**config.mk**
```make
export PLATFORM = sky130hd
export DESIGN_NAME = multicycle_control
export DESIGN_NICKNAME = d
export VERILOG_FILES = /design/src/rtl/multicycle_control.sv
export SDC_FILE = /design/constraint.sdc
export NUM_CORES = 1
export LEC_CHECK = 0
export ABC_CLOCK_PERIOD_IN_PS = 9300
export CAP_MARGIN = 20
export CORE_MARGIN = 5
export CORE_UTILIZATION = 35
export DETAILED_ROUTE_END_ITERATION = 12
export HOLD_SLACK_MARGIN = 0.12
export PLACE_DENSITY = 0.66
export SLEW_MARGIN = 5
export SYNTH_ARGS = -nofsm -noshare
export SYNTH_HDL_FRONTEND = slang
export SYNTH_SLANG_ARGS = --single-unit
```
**constraint.sdc**
```tcl
create_clock -name clk -period 9.3 [get_ports clk]
set_clock_uncertainty 0.2 [all_clocks]
set_input_delay 2.325 -clock clk [delete_from_list [all_inputs] [get_ports clk]]
set_output_delay 2.325 -clock clk [all_outputs]
set_load 0.03 [all_outputs]
```
**src/rtl/multicycle_control.sv**
```systemverilog
// multicycle_control: FSM control unit for the multi-cycle MIPS datapath.
// It steps each instruction through IF/ID/EX/MEM/WB-style states and decodes
// the per-state datapath strobes combinationally. It also counts retired
// instructions and runs a watchdog on memory-wait states.
// Optional build macro: MULTICYCLE_CONTROL_EXCEPTION_EN. When it is defined,
// an illegal instruction traps to an EXC state that drives exc_take/EPCWrite.
// Without it, an illegal instruction retires as a NOP.
module multicycle_control #(
    parameter int CNT_W      = 32,
    parameter int WAIT_LIMIT = 15,
    parameter int MEM_WAIT   = 1
) (
    input  logic             clk,
    input  logic             reset,
    input  logic [5:0]       OpCode,
    input  logic [5:0]       Funct,
    input  logic             Zero,
    input  logic             mem_ready,
    output logic             PCWrite,
    output logic             IRWrite,
    output logic             IorD,
    output logic             MemRead,
    output logic             MemWrite,
    output logic             RegWrite,
    output logic [1:0]       RegDst,
    output logic [1:0]       MemtoReg,
    output logic [1:0]       ALUSrcA,
    output logic [1:0]       ALUSrcB,
    output logic [3:0]       ALUOp,
    output logic [1:0]       PCSource,
    output logic             ExtOp,
    output logic             LuOp,
    output logic [3:0]       state,
    output logic             instr_done,
    output logic [CNT_W-1:0] instr_count,
`ifdef MULTICYCLE_CONTROL_EXCEPTION_EN
    output logic             exc_take,
    output logic             EPCWrite,
`endif
    output logic             mem_timeout
);

    localparam logic [3:0] S_IF     = 4'd0;
    localparam logic [3:0] S_ID     = 4'd1;
    localparam logic [3:0] S_EX     = 4'd2;
    localparam logic [3:0] S_MEM_RD = 4'd3;
    localparam logic [3:0] S_MEM_WR = 4'd4;
    localparam logic [3:0] S_WB     = 4'd5;
    localparam logic [3:0] S_BR     = 4'd6;
    localparam logic [3:0] S_JMP    = 4'd7;
    localparam logic [3:0] S_EXC    = 4'd8;

    localparam logic [5:0] OP_RTYPE = 6'h00;
    localparam logic [5:0] OP_J     = 6'h02;
    localparam logic [5:0] OP_JAL   = 6'h03;
    localparam logic [5:0] OP_BEQ   = 6'h04;
    localparam logic [5:0] OP_BNE   = 6'h05;
    localparam logic [5:0] OP_ADDI  = 6'h08;
    localparam logic [5:0] OP_ADDIU = 6'h09;
    localparam logic [5:0] OP_SLTI  = 6'h0a;
    localparam logic [5:0] OP_SLTIU = 6'h0b;
    localparam logic [5:0] OP_ANDI  = 6'h0c;
    localparam logic [5:0] OP_LUI   = 6'h0f;
    localparam logic [5:0] OP_LW    = 6'h23;
    localparam logic [5:0] OP_SW    = 6'h2b;

    localparam logic [5:0] FN_SLL   = 6'h00;
    localparam logic [5:0] FN_SRL   = 6'h02;
    localparam logic [5:0] FN_SRA   = 6'h03;
    localparam logic [5:0] FN_JR    = 6'h08;
    localparam logic [5:0] FN_JALR  = 6'h09;

    // The wait counter only needs to reach WAIT_LIMIT, where it saturates.
    localparam int              WAIT_W   = (WAIT_LIMIT > 0) ? $clog2(WAIT_LIMIT + 1) : 1;
    localparam logic [WAIT_W-1:0] WAIT_MAX = WAIT_W'(WAIT_LIMIT);

    logic [3:0]        stateReg;
    logic [3:0]        stateNext;
    logic [WAIT_W-1:0] waitCnt;
    logic [WAIT_W-1:0] waitNext;
    logic              ready;
    logic              waitInc;
    logic              isRType;
    logic              isShiftImm;
    logic              isJr;
    logic              isJalr;
    logic              rAluLegal;
    logic              goesEx;
    logic              goesBr;
    logic              goesJmp;

    // With MEM_WAIT=0 the memory is treated as always completing in one cycle.
    assign ready   = mem_ready || (MEM_WAIT == 0);
    assign state   = stateReg;
    assign waitInc = ((stateReg == S_IF) || (stateReg == S_MEM_RD) || (stateReg == S_MEM_WR))
                     && !mem_ready;

    // Classify the instruction in IR into its execution path.
    always_comb begin
        isRType    = (OpCode == OP_RTYPE);
        isShiftImm = isRType && ((Funct == FN_SLL) || (Funct == FN_SRL) || (Funct == FN_SRA));
        isJr       = isRType && (Funct == FN_JR);
        isJalr     = isRType && (Funct == FN_JALR);
        case (Funct)
            6'h00, 6'h02, 6'h03, 6'h04, 6'h06, 6'h07,
            6'h20, 6'h21, 6'h22, 6'h23, 6'h24, 6'h25, 6'h26, 6'h27,
            6'h2a, 6'h2b: rAluLegal = 1'b1;
            default:      rAluLegal = 1'b0;
        endcase
        goesEx  = (isRType && rAluLegal)
                  || (OpCode == OP_LW)   || (OpCode == OP_SW)    || (OpCode == OP_LUI)
                  || (OpCode == OP_ADDI) || (OpCode == OP_ADDIU) || (OpCode == OP_ANDI)
                  || (OpCode == OP_SLTI) || (OpCode == OP_SLTIU);
        goesBr  = (OpCode == OP_BEQ) || (OpCode == OP_BNE);
        goesJmp = (OpCode == OP_J) || (OpCode == OP_JAL) || isJr || isJalr;
    end

    // Next-state selection; unused encodings fall back to fetch.
    always_comb begin
        stateNext = stateReg;
        case (stateReg)
            S_IF:     if (ready) stateNext = S_ID;
            S_ID: begin
                if (goesEx)       stateNext = S_EX;
                else if (goesBr)  stateNext = S_BR;
                else if (goesJmp) stateNext = S_JMP;
                else begin
`ifdef MULTICYCLE_CONTROL_EXCEPTION_EN
                    stateNext = S_EXC;
`else
                    stateNext = S_IF;
`endif
                end
            end
            S_EX: begin
                if (OpCode == OP_LW)      stateNext = S_MEM_RD;
                else if (OpCode == OP_SW) stateNext = S_MEM_WR;
                else                      stateNext = S_WB;
            end
            S_MEM_RD: if (ready) stateNext = S_WB;
            S_MEM_WR: if (ready) stateNext = S_IF;
            default:  stateNext = S_IF;
        endcase
    end

    // Per-state strobe decode; everything is held low while reset is asserted.
    always_comb begin
        PCWrite    = 1'b0;
        IRWrite    = 1'b0;
        IorD       = 1'b0;
        MemRead    = 1'b0;
        MemWrite   = 1'b0;
        RegWrite   = 1'b0;
        RegDst     = 2'b00;
        MemtoReg   = 2'b00;
        ALUSrcA    = 2'b00;
        ALUSrcB    = 2'b00;
        ALUOp      = 4'b0000;
        PCSource   = 2'b00;
        ExtOp      = 1'b0;
        LuOp       = 1'b0;
        instr_done = 1'b0;
`ifdef MULTICYCLE_CONTROL_EXCEPTION_EN
        exc_take   = 1'b0;
        EPCWrite   = 1'b0;
`endif
        if (!reset) begin
            case (stateReg)
                S_IF: begin
                    MemRead = 1'b1;
                    ALUSrcB = 2'b01;
                    IRWrite = ready;
                    PCWrite = ready;
                end
                S_ID: begin
                    // Branch target is computed early into ALUOut.
                    ALUSrcB = 2'b11;
`ifndef MULTICYCLE_CONTROL_EXCEPTION_EN
                    // Illegal instructions retire here as a NOP.
                    instr_done = !(goesEx || goesBr || goesJmp);
`endif
                end
                S_EX: begin
                    ALUSrcA = isShiftImm ? 2'b10 : 2'b01;
                    ALUSrcB = isRType ? 2'b00 : 2'b10;
                    if (isRType)
                        ALUOp = {OpCode[0], 3'b010};
                    else if (OpCode == OP_ANDI)
                        ALUOp = {OpCode[0], 3'b100};
                    else if ((OpCode == OP_SLTI) || (OpCode == OP_SLTIU))
                        ALUOp = {OpCode[0], 3'b101};
                    else
                        ALUOp = {OpCode[0], 3'b000};
                    ExtOp = (OpCode != OP_ANDI);
                    LuOp  = (OpCode == OP_LUI);
                end
                S_MEM_RD: begin
                    IorD    = 1'b1;
                    MemRead = 1'b1;
                end
                S_MEM_WR: begin
                    IorD       = 1'b1;
                    MemWrite   = 1'b1;
                    instr_done = ready;
                end
                S_WB: begin
                    RegWrite   = 1'b1;
                    RegDst     = isRType ? 2'b01 : 2'b00;
                    MemtoReg   = (OpCode == OP_LW) ? 2'b01 : 2'b00;
                    instr_done = 1'b1;
                end
                S_BR: begin
                    ALUSrcA    = 2'b01;
                    ALUOp      = {OpCode[0], 3'b001};
                    PCSource   = 2'b01;
                    PCWrite    = Zero ^ OpCode[0];
                    instr_done = 1'b1;
                end
                S_JMP: begin
                    PCWrite    = 1'b1;
                    PCSource   = (isJr || isJalr) ? 2'b11 : 2'b10;
                    if (OpCode == OP_JAL) begin
                        RegWrite = 1'b1;
                        RegDst   = 2'b10;
                        MemtoReg = 2'b10;
                    end else if (isJalr) begin
                        RegWrite = 1'b1;
                        RegDst   = 2'b01;
                        MemtoReg = 2'b10;
                    end
                    instr_done = 1'b1;
                end
`ifdef MULTICYCLE_CONTROL_EXCEPTION_EN
                S_EXC: begin
                    EPCWrite = 1'b1;
                    exc_take = 1'b1;
                    PCWrite  = 1'b1;
                end
`endif
                default: ;
            endcase
        end
    end

    // Wait counter: restarts on every state change, saturates at the limit.
    always_comb begin
        waitNext = waitCnt;
        if (stateNext != stateReg)
            waitNext = '0;
        else if (waitInc && (waitCnt != WAIT_MAX))
            waitNext = waitCnt + WAIT_W'(1);
    end

    // State register.
    always_ff @(posedge clk) begin
        if (reset) stateReg <= S_IF;
        else       stateReg <= stateNext;
    end

    // Retired-instruction counter, wraps naturally at its width.
    always_ff @(posedge clk) begin
        if (reset)           instr_count <= '0;
        else if (instr_done) instr_count <= instr_count + CNT_W'(1);
    end

    // Watchdog: sticky flag once a single wait reaches the limit.
    always_ff @(posedge clk) begin
        if (reset) begin
            waitCnt     <= '0;
            mem_timeout <= 1'b0;
        end else begin
            waitCnt <= waitNext;
            if ((WAIT_LIMIT > 0) && (waitNext == WAIT_MAX))
                mem_timeout <= 1'b1;
        end
    end

endmodule

```
Yosys cells after proc, flatten, opt, wreduce, memory -nomap -nowiden
Memory sizes are Yosys's and may differ from the RTL's.
Index checks and enable logic that the tools add are counted.

storage, ports and cells
  register bits after elaboration = 41
  memories kept = 1
  bits in read-only memories = 64
  output and inout bits = 60
  input bits = 16
  word-level logic and storage cells = 124

cells by class
  reductions and logical operators = 34
  eq/ne operators = 27
  bitwise logic cells = 1
  multiplexer cells = 55
  $add $sub $neg = 2

memories
  memory           depth  bits a word  read ports  clocked after memory_dff  wr ports  line  source
  (no name shown)  64     1            1           0                         0         104   case (Funct)

operator list
  operator               count
  $eq 6x4->1 const B     8
  $add 32x1->32 const B  1
  $eq 6x2->1 const B     4
  $mux 4                 6
  $mux 1                 22
  $mux 3                 7
  $logic_or 1x1->1       20
  $mux 2                 10
  $pmux 4 s5             1
  $eq 4x3->1 const B     4
  $pmux 2 s2             4
  $eq 6x3->1 const B     2
  $eq 6x6->1 const B     2
  $logic_not 6->1        2
  $eq 4x2->1 const B     2
  $pmux 4 s2             1
  $logic_and 1x1->1      6
  $ne 6x4->1 const B     1
  $pmux 1 s3             2
  $pmux 2 s3             1
  $add 4x1->4 const B    1
  $eq 4x1->1 const B     1
  $eq 4x4->1 const B     1
  $logic_not 4->1        1
  other kinds (7)        9

Longest topological paths before layout
  word-level depth = 15
  depth in mapped cells = 9
  gate-level depth less buffers = 6

Least setup slack after synthesis
OpenSTA, ideal clock, no wires.

  path kind = input port to output port
  start = input port OpCode[1]
  end = output port instr_done
  stages on the path = 8
  data required time = 6.775 ns
  setup slack = 2.682 ns
  buffers on the path = 3
  arrival time = 4.093 ns
  cell sequence = clkbuf_1 nor4_2 nand2_1 or4_4 a31oi_4 buf_4 buf_6 nor2_1

between the ends
  longest elaborated chain between the ends = 15
  elaborated cells between the ends (all ways) = 33
  classes of those cells = eq/ne (12); mux (2); reduce/logical (19)

ends and longest elaborated chain
  what                           line  source
  start: declaration             15    input logic [5:0] OpCode,
  $logic_not 6->1                100   isRType = (OpCode == OP_RTYPE);
  $logic_and 1x1->1              110   goesEx = (isRType && rAluLegal)
  $logic_or 1x1->1 (3 in a row)  111   || (OpCode == OP_LW) || (OpCode == OP_SW) || (OpCode == OP_LUI)
  $logic_or 1x1->1 (3 in a row)  112   || (OpCode == OP_ADDI) || (OpCode == OP_ADDIU) || (OpCode == OP_ANDI)
  $logic_or 1x1->1 (2 in a row)  113   || (OpCode == OP_SLTI) || (OpCode == OP_SLTIU);
  $logic_or 1x1->1               180   instr_done = !(goesEx || goesBr || goesJmp);
  $logic_or 1x1->1 *             180
  $logic_not 1->1 *              180
  $pmux 1 s3 *                   168   case (stateReg)
  $mux 1 *                       167   if (!reset) begin
  end: declaration               34    output logic instr_done,

Mark *: on every way between the ends. The rest lies on a longest branch, timed or not.

Worst setup path in the final report
  start = input port OpCode[0]
  end = output port instr_done

Same word-level chain as after synthesis.

==> Flow_metrics.wiki <==
{| class="wikitable"
! Metric !! Value
|-
| Number of synthesized register bits || 41
|-
| Cells along the critical path || clkdlybuf4s50_1, nor4_2, nand2_1, or4_4, a31oi_4, buf_4, nor2_1, clkdlybuf4s50_1
|-
| Std-Cell Core Area || 7250 um^2
|-
| DR vias/cell || 5.46
|-
| Detailed-route DRC error count || 0
|-
| Clock buffers created by TritonCTS || 5
|-
| Endpoint class of the critical path || primary output
|-
| Number of buffers inserted by port buffering || 75
|-
| Io pins || 76
|-
| CTS tree || built
|-
| Final worst-path cycle share || 0.843
|-
| Number of antenna repair diodes || 0
|-
| Via count of the first global-routing pass || 2,651
|-
| Number of buffers inserted by hold repair at cts || 0
|-
| Fin. Hold Viols || 0
|-
| Critical path peak fanout || 63
|-
| Number of warnings issued by yosys || 0
|-
| Number of iterations in the first detailed-routing pass || 4
|-
| Root buf cell || sky130_fd_sc_hd__clkbuf_8
|-
| Distinct cell type count after synthesis || 60
|-
| EDFF count, synth || 0
|-
| Post-cts sizing count || 0
|-
| Biggest cell delay along the critical path || 0.61 ns
|-
| Wirelength, routed || 7.39 mm
|-
| Number of max-slew violations in the final report || 0
|-
| Final ANT Viol Nets || 0
|-
| Filler cell count || 713
|-
| Post-synth top flop || sky130_fd_sc_hd__dfxtp_1
|-
| Worst path arrival time || 5.31 ns
|-
| Max stage delay cell, worst path || sky130_fd_sc_hd__clkdlybuf4s50_1
|-
| Maximum resistive drop on vdd || 0.0493 mV
|-
| Insertion delay to the later sink of the worst-skew pair || 0.30 ns
|-
| Mapped Nets || 356
|-
| Syn avg cell area || 7.75 um^2
|-
| Final critical path time including I/O delays and setup || 7.84 ns
|-
| Overall track demand over capacity in global routing || 0.166
|-
| Power Total || 0.389 mW
|-
| Global-route wire length before repair || 12.4 mm
|-
| Cell area after synthesis || 2620 um^2
|-
| Outcome || complete, no violations
|-
| Ratio of cells with drive above 1 in the final layout || 0.0723
|-
| Postcts setup bufs || 0
|-
| Class of the worst hold path || reg -> reg
|-
| Clock tree buffer depth || 2
|-
| Area fraction of the dominant cell type after synthesis || 0.313
|-
| Detail-routed net length per standard cell || 14.8 um
|-
| Most used standard cells in the synthesized netlist || 41 x sky130_fd_sc_hd__dfxtp_1, 36 x sky130_fd_sc_hd__a21oi_1, 36 x sky130_fd_sc_hd__nor2_1
|-
| Maximum number of pins on one net before global-route repair || 64
|-
| Tightest Pin Transition || 0.716 ns
|-
| Vert. Die Dim || 96.5 um
|-
| Layout area overhead || 34.7%
|-
| H-tree lvl count || 2
|-
| Floorplan die width || 96.5 um
|-
| Critical path launch point type || input pin
|-
| Cell type with the highest aggregate area in the netlist || sky130_fd_sc_hd__dfxtp_1
|-
| Placer Congestion || 0.878
|-
| Post-DP HPWL || 5.29 mm
|-
| Initial antenna violation count || 0
|-
| Unrepaired setup endpoints after global routing || false
|-
| Site row count || 31
|-
| Number of DRC markers in iteration 0 || 133
|-
| Share of flip-flops with an asynchronous set or reset || 0
|-
| Initial core utilization || 0.361
|-
| Final setup violation count || 0
|-
| Total number of vias || 2,732
|-
| Highest Clock Rate || 0.128 GHz
|-
| Sequential cell area fraction in the yosys report || 0.313
|-
| Post-layout nets || 418
|-
| Worst Setup Path Type || in -> out
|-
| Cell area power density || 110 nW/um^2
|-
| Cell count after synthesis || 338
|-
| Required time worst endpoint || 6.78 ns
|-
| Normalized max-slew margin || 0.519
|-
| Global route total overflow || 0
|-
| Most frequent CP cell || sky130_fd_sc_hd__clkdlybuf4s50_1
|-
| # Max-Cap Violations || 0
|-
| Clock slew seen by the registers of the worst setup and hold paths || 0.08 ns
|-
| Clock sink total || 41
|-
| Most frequent cell after synthesis || sky130_fd_sc_hd__dfxtp_1
|-
| Aggregate negative setup slack || 0 ns
|-
| Die Footprint || 9310 um^2
|-
| Synth top area cells || sky130_fd_sc_hd__dfxtp_1 31%, sky130_fd_sc_hd__a21oi_1 6.9%, sky130_fd_sc_hd__nor2_1 5.2%
|-
| Pleak || 1.10 nW
|}
report_power, final:
part           internal [mW]  switching, mW
Combinational         0.0151         0.0209
Clock                  0.108         0.0668
Sequential             0.176        0.00206
path summary, 6_finish.rpt:
kind	startpoint	slack, ns	depth (start not counted)	end
max reg2reg	state[0]	6.42	6	instr_count[16]
min	instr_count[31]	0.29	2	instr_count[31]
min reg2reg	instr_count[31]	0.29	2	instr_count[31]
max	OpCode[0]	1.46	8	instr_done
layer usage:
layer | track usage | wire, um | vias up
met5 | 0 | 0 | -
li1 | - | - | 1404
met4 | 0.0444 | 82 | 0
met1 | 0.214 | 3380 | 1243
met2 | 0.266 | 3390 | 75
met3 | 0.0534 | 543 | 10
cells by family (layout without fill, tap and decap cells):
kind of cell	count (synthesis)	after routing	synth area share
AOI/OAI and AO/OA	90	90	0.217
xor gates and xnor gates	7	7	0.0234
adders and majority gates	2	2	0.00955
buffers and inverters	29	92	0.0549
DFF	41	41	0.313
muxes	5	5	0.0191
other	1	1	0.00143
and+or+nand+nor	163	163	0.361
critical path, delay by kind of cell:
family          cells  cell delay [ns]
buf+inv             3             1.66
simple gates        4             1.15
compound gates      1             0.16
sequential cells by signal, indices dropped and copies added (netlist names):
signal	flops
instr_count	32
state	4
waitCnt	4
mem_timeout	1
final cells by class:
class                           count  area [um^2]  share of cell area
Clock inverter                      3         68.8              0.0195
Inverter                            7         26.3             0.00745
Multi-Input combinational cell    268         1650               0.469
Clock buffer                        5         68.8              0.0195
Sequential cell                    41          821               0.233
Tap cell                           99          124              0.0351
Timing Repair Buffer               77          766               0.217
cells in the final DEF, fill, tap and decap left out, types with 7 or more instances in the layout:
cell type,count
sky130_fd_sc_hd__inv_1,7
sky130_fd_sc_hd__nor2_1,36
sky130_fd_sc_hd__nand3_1,14
sky130_fd_sc_hd__nand4_1,12
sky130_fd_sc_hd__o31ai_1,10
sky130_fd_sc_hd__or3_1,16
sky130_fd_sc_hd__dfxtp_1,41
sky130_fd_sc_hd__a21oi_1,36
sky130_fd_sc_hd__nand2_1,21
sky130_fd_sc_hd__o21ai_0,17
sky130_fd_sc_hd__or4_1,9
sky130_fd_sc_hd__clkdlybuf4s50_1,75
sky130_fd_sc_hd__nor3_1,9
sky130_fd_sc_hd__and3_1,8
through the flow:
stage	instances	worst slack, ns	hold slack [ns]	area, um^2	util
floorplan	338	2.68	0.275	2620	-
global placement	492	1.53	0.267	3390	0.467
detailed placement	492	1.48	0.277	3390	0.467
CTS	500	1.46	0.292	3530	0.486
global route	500	1.28	0.311	3530	0.486
finish	500	1.46	0.288	3530	0.486
Note: power is estimated with default switching activity, not from simulation.
==> edit 1, RTL diff (same flow settings) <==
Change the parameter `CNT_W` from 32 to 36.
--- a/src/rtl/multicycle_control.sv
+++ b/src/rtl/multicycle_control.sv
@@ -8,3 +8,3 @@
 module multicycle_control #(
-    parameter int CNT_W      = 32,
+    parameter int CNT_W      = 36,
     parameter int WAIT_LIMIT = 15,
Ports: changed (resized instr_count); port bits go from 76 to 80. The function was not compared with the original's and may differ.
==> edit 1 against the original RTL <==
  * Sequential share of layout area is 0.74 points higher
  * Wire length grew 9.7%
  * Total power down 1.5%
  * Count of clock-buffer cells in the layout is 2 higher
  * Final area grew 6.4%
  * Critical endpoint is now ALUSrcA[1]
  * First-iteration DRC count increased by 69%
  * Area after synthesis up 8.5%
  * Worst setup slack better by 0.42 ns
  * Final cell count is 9.4% higher
  * Clock power shrank 13%
  * Highest routed layer unchanged
  * Fmax grew 5.7%
  * Sequential cell count is 4 higher
  * Global-route usage fell by 0.88 points
==> edit 1: results (changes against the original RTL) <==
[worst_setup_path]
max_stage_delay_ns=0.72  ; +0.11 ns
cp_data_arrival_time_ns=4.89  ; -0.42 ns
crit_start=OpCode[2]
cp_max_fo=12  ; -81%
reg2reg_slack_ns=6.49  ; +0.07 ns

[layout]
instances_no_fill=547  ; +9.4%
layout-drive-gt1-share_pct=4.72  ; -2.5 points
nFillCells=790  ; +11%

[synthesis]
synth_commonest_cells=a21oi_1, dfxtp_1, or3_1, nor2_1, nand2_1
muxShareOfSynthArea_pct=0.705  ; -1.2 points
synth_compound_area_share_pct=22.1  ; +0.38 points
yosysUniqueCellTypes=53  ; -12%
synthAdderAreaFrac_pct=0.881  ; -0.075 points
synth_xor_area_share_pct=1.85  ; -0.49 points

[global_routing]
use_met3_pct=3.34  ; -2.0 points
grt_max_degree=67  ; +4.7%
grt_pass1_wl_um=13200  ; +5.9%
met1_usage_pct=20.1  ; -1.3 points
met2_usage_pct=26.7  ; +0.13 points
grt_pass1_vias=2774  ; +4.6%

[placed_design]
dp_worst_setup_slack_ns=1.91  ; +0.438 ns
place_hpwl_um=5870  ; +11%
placed_area_sq_mm=0.00363  ; +7.1%

[status]
status=completed

[detailed_routing]
wl_per_cell_um=14.8  ; +0.26%

[sta]
slew_headroom_pct=54.6  ; +2.7 points
fmax_mhz=135  ; +5.7%

[min_path]
min_from=mem_timeout$_SDFFE_PP0N_

[pwr]
vdd_ir_drop_max_mv=0.0777  ; +58%

[edit 1: worst paths after layout]
kind,cells past startpoint,endpoint
setup / recovery,5,ALUSrcA[1]
hold / removal,2,mem_timeout$_SDFFE_PP0N_
setup reg to reg,6,mem_timeout$_SDFFE_PP0N_
hold reg to reg,2,mem_timeout$_SDFFE_PP0N_
[edit 1: per-layer routing]
metal / routed length, um / share of wire [%]
met5: 0 / 0
met4: 70 / 0.86
met3: 365 / 4.5
met2: 3960 / 49
met1: 3710 / 46
[edit 1: final cells by class]
cell class	count	share of cell area, %
Inverter	8	0.800
Clock inverter	1	0.800
Timing Repair Buffer	82	21.5
Clock buffer	7	2.30
Sequential cell	45	24.0
Tap cell	102	3.40
Multi-Input combinational cell	302	47.2
[edit 1: power by group]
group          total (mW)  internal [mW]  switching, mW  leakage (nW)
Sequential          0.195          0.193        0.00169         0.363
Combinational      0.0355         0.0141         0.0215         0.743
Clock               0.153         0.0876         0.0651        0.0585
Total               0.383          0.295         0.0883          1.16
==> edit 2, RTL diff (same flow settings) <==
Made on the original files. Register the output `mem_timeout` once more, with the module's reset; this adds one clock of latency there. The other outputs are not delayed to match.
--- a/src/rtl/multicycle_control.sv
+++ b/src/rtl/multicycle_control.sv
@@ -76,2 +76,4 @@
 
+    logic mem_timeout_s0;
+
     logic [3:0]        stateReg;
@@ -269,3 +271,3 @@
             waitCnt     <= '0;
-            mem_timeout <= 1'b0;
+            mem_timeout_s0 <= 1'b0;
         end else begin
@@ -273,3 +275,3 @@
             if ((WAIT_LIMIT > 0) && (waitNext == WAIT_MAX))
-                mem_timeout <= 1'b1;
+                mem_timeout_s0 <= 1'b1;
         end
@@ -277,2 +279,10 @@
 
+    always_ff @(posedge clk) begin
+        if (reset) begin
+            mem_timeout <= '0;
+        end else begin
+            mem_timeout <= mem_timeout_s0;
+        end
+    end
+
 endmodule
Formal check against the unedited RTL: no difference found for any inputs over 10 cycles, from zero or initial values and one cycle with reset high; that may be too few to reach the edited logic, so the function may still have changed.
==> edit 2 against the original RTL <==
  * Final area rose by 1.9%
  * Final cell count rose by 3.2%
  * Sequential cell count rose by 1
  * Area after synthesis rose by 3.8%
  * Worst hold slack got worse by 0.016 ns
  * Worst setup slack improved by 0.045 ns
  * Total power fell by 5.1%
  * Wire length rose by 3.0%
  * Largest cell class unchanged
  * Largest power group unchanged
  * Highest routed layer unchanged
==> edit 2: results (changes against the original RTL) <==
[placed_design]
io_buffers=75  ; unchanged
dpl.cell_count=509  ; +3.5%
place_hpwl_um=5520  ; +4.3%
routabilityCongestion=0.790  ; -10%

[layout]
instances_no_fill=516  ; +3.2%
largest_reg_flops=32  ; unchanged
layout-drive-gt1-share_pct=4.35  ; -2.9 points
fin_nets=432  ; +3.3%
nFillCells=755  ; +5.9%

[worst_setup_path]
cp_max_fo=32  ; -49%
cp_data_arrival_time_ns=5.27  ; -0.04 ns
cp_slowest_cell=a41oi_4
max_stage_delay_ns=0.78  ; +0.17 ns

[global_routing]
grt_pass1_wl_um=12400  ; -0.67%
grt_pass1_vias=2606  ; -1.7%
grt_use_total_pct=15.1  ; -1.5 points
antenna_found_initial=0  ; unchanged
grt_max_degree=41  ; -36%

[clock_network]
post_cts_resized=0  ; unchanged
cts_buffer_depth=2  ; unchanged
cts_root_buffer=clkbuf_8
cts_made_buffers=5  ; unchanged
insertion_delay_ns=0.29
htreeDepth=2  ; unchanged
path_clk_slew_ns=0.08  ; about the same
cts_setup_buffers=0  ; unchanged

[synthesis]
syn_area_sq_mm=0.00272  ; +3.8%
synth_commonest_cells=dfxtp_1, a21oi_1, nor2_1, nand2_1, nand3_1
postSynthCellCount=355  ; +5.0%
yosysUniqueCellTypes=58  ; -3.3%
netlist_top_cells_area=dfxtp_1, a21oi_1, nand3_1
async_flop_share_pct=0  ; unchanged
yosys_warnings=0  ; unchanged
ys_seq_area_share_pct=30.9  ; -0.42 points
syn_nets=373  ; +4.8%
synth_ff_type=dfxtp_1

[detailed_routing]
drt_first_pass_iters=5  ; +1
wl_per_cell_um=14.8  ; -0.22%
ant_nets=0  ; unchanged
viasPerCell=5.46  ; -0.16%
first_iter_violations=102  ; -23%

[status]
status=completed

[pwr]
vdd_ir_drop_max_mv=0.0644  ; +31%
p_leak_nw=1.16  ; +6.1%

[sta]
slew_headroom_pct=35.2  ; -17 points

[min_path]
hold_path_class=reg2reg

-- edit 2: worst paths after layout --
path                                             startpoint                      endpoint  slack, ns  depth (start not counted)
worst max-delay path                              OpCode[3]                    instr_done       1.51                          6
worst min-delay path            mem_timeout_s0$_SDFFE_PP0N_        mem_timeout$_SDFF_PP0_       0.27                          1
worst min register to register  mem_timeout_s0$_SDFFE_PP0N_        mem_timeout$_SDFF_PP0_       0.27                          1
worst max register to register          state[0]$_SDFF_PP0_  instr_count[15]$_SDFFE_PP0P_       6.47                          6
-- edit 2: worst max-delay path, delay by kind of cell --
| kind | cells | cell delay [ns] |
|---|---|---|
| AOI/OAI and AO/OA | 2 | 1.05 |
| buffers and inverters | 2 | 1.31 |
| and+or+nand+nor | 2 | 0.57 |
-- edit 2: per-layer routing --
| layer | global-route usage (%) | wire [um] | share of wire, % | vias to the layer above |
|---|---|---|---|---|
| met1 | 19.5 | 3590 | 47 | 1303 |
| met3 | 3.93 | 498 | 6.5 | 8 |
| met2 | 25.2 | 3440 | 45 | 72 |
| met4 | 3.68 | 82 | 1.1 | 0 |
| li1 | - | - | - | 1432 |
| met5 | 0 | 0 | 0 | - |
-- edit 2: per-stage QoR --
| stage | setup slack [ns] | hold slack, ns | cell area (sq um) | power (mW) |
|---|---|---|---|---|
| after global routing | 1.24 | 0.281 | 3600 | 0.382 |
| final | 1.51 | 0.272 | 3600 | 0.369 |
| after CTS | 1.51 | 0.274 | 3600 | 0.374 |
| after floorplan | 2.77 | 0.248 | 2720 | 0.210 |
| after detailed placement | 1.51 | 0.261 | 3480 | 0.224 |
| after global placement | 1.62 | 0.258 | 3480 | 0.224 |
-- edit 2: final cells by class --
type | count | area [sq um] | share of cell area, %
multi-input cells | 280 | 1720 | 47.9
flip-flops and latches | 42 | 841 | 23.4
repair buffers | 76 | 758 | 21.1
well taps | 102 | 128 | 3.55
clock buffers | 6 | 82.6 | 2.30
inverters | 9 | 33.8 | 0.939
clock inverters | 1 | 30.0 | 0.835
-- edit 2: logic make-up (layout without fill, tap and decap cells) --
family                   Yosys count  count (layout)  share of synthesized area [%]
AO/OA/AOI/OAI                     99              99                           23.1
XOR/XNOR                           5               5                           1.61
adder cells (fa/ha/maj)            2               2                          0.920
buffers and inverters             33              92                           5.71
flip-flops                        42              42                           30.9
multiplexers                       5               5                           1.89
other                              1               1                          0.138
AND/OR/NAND/NOR                  168             168                           35.7
-- edit 2: power breakdown --
group	switching [mW]	total, mW	internal (mW)	leakage, nW
sequential	0.00244	0.183	0.180	0.339
combinational	0.0214	0.0373	0.0159	0.768
clock	0.0630	0.149	0.0860	0.0573
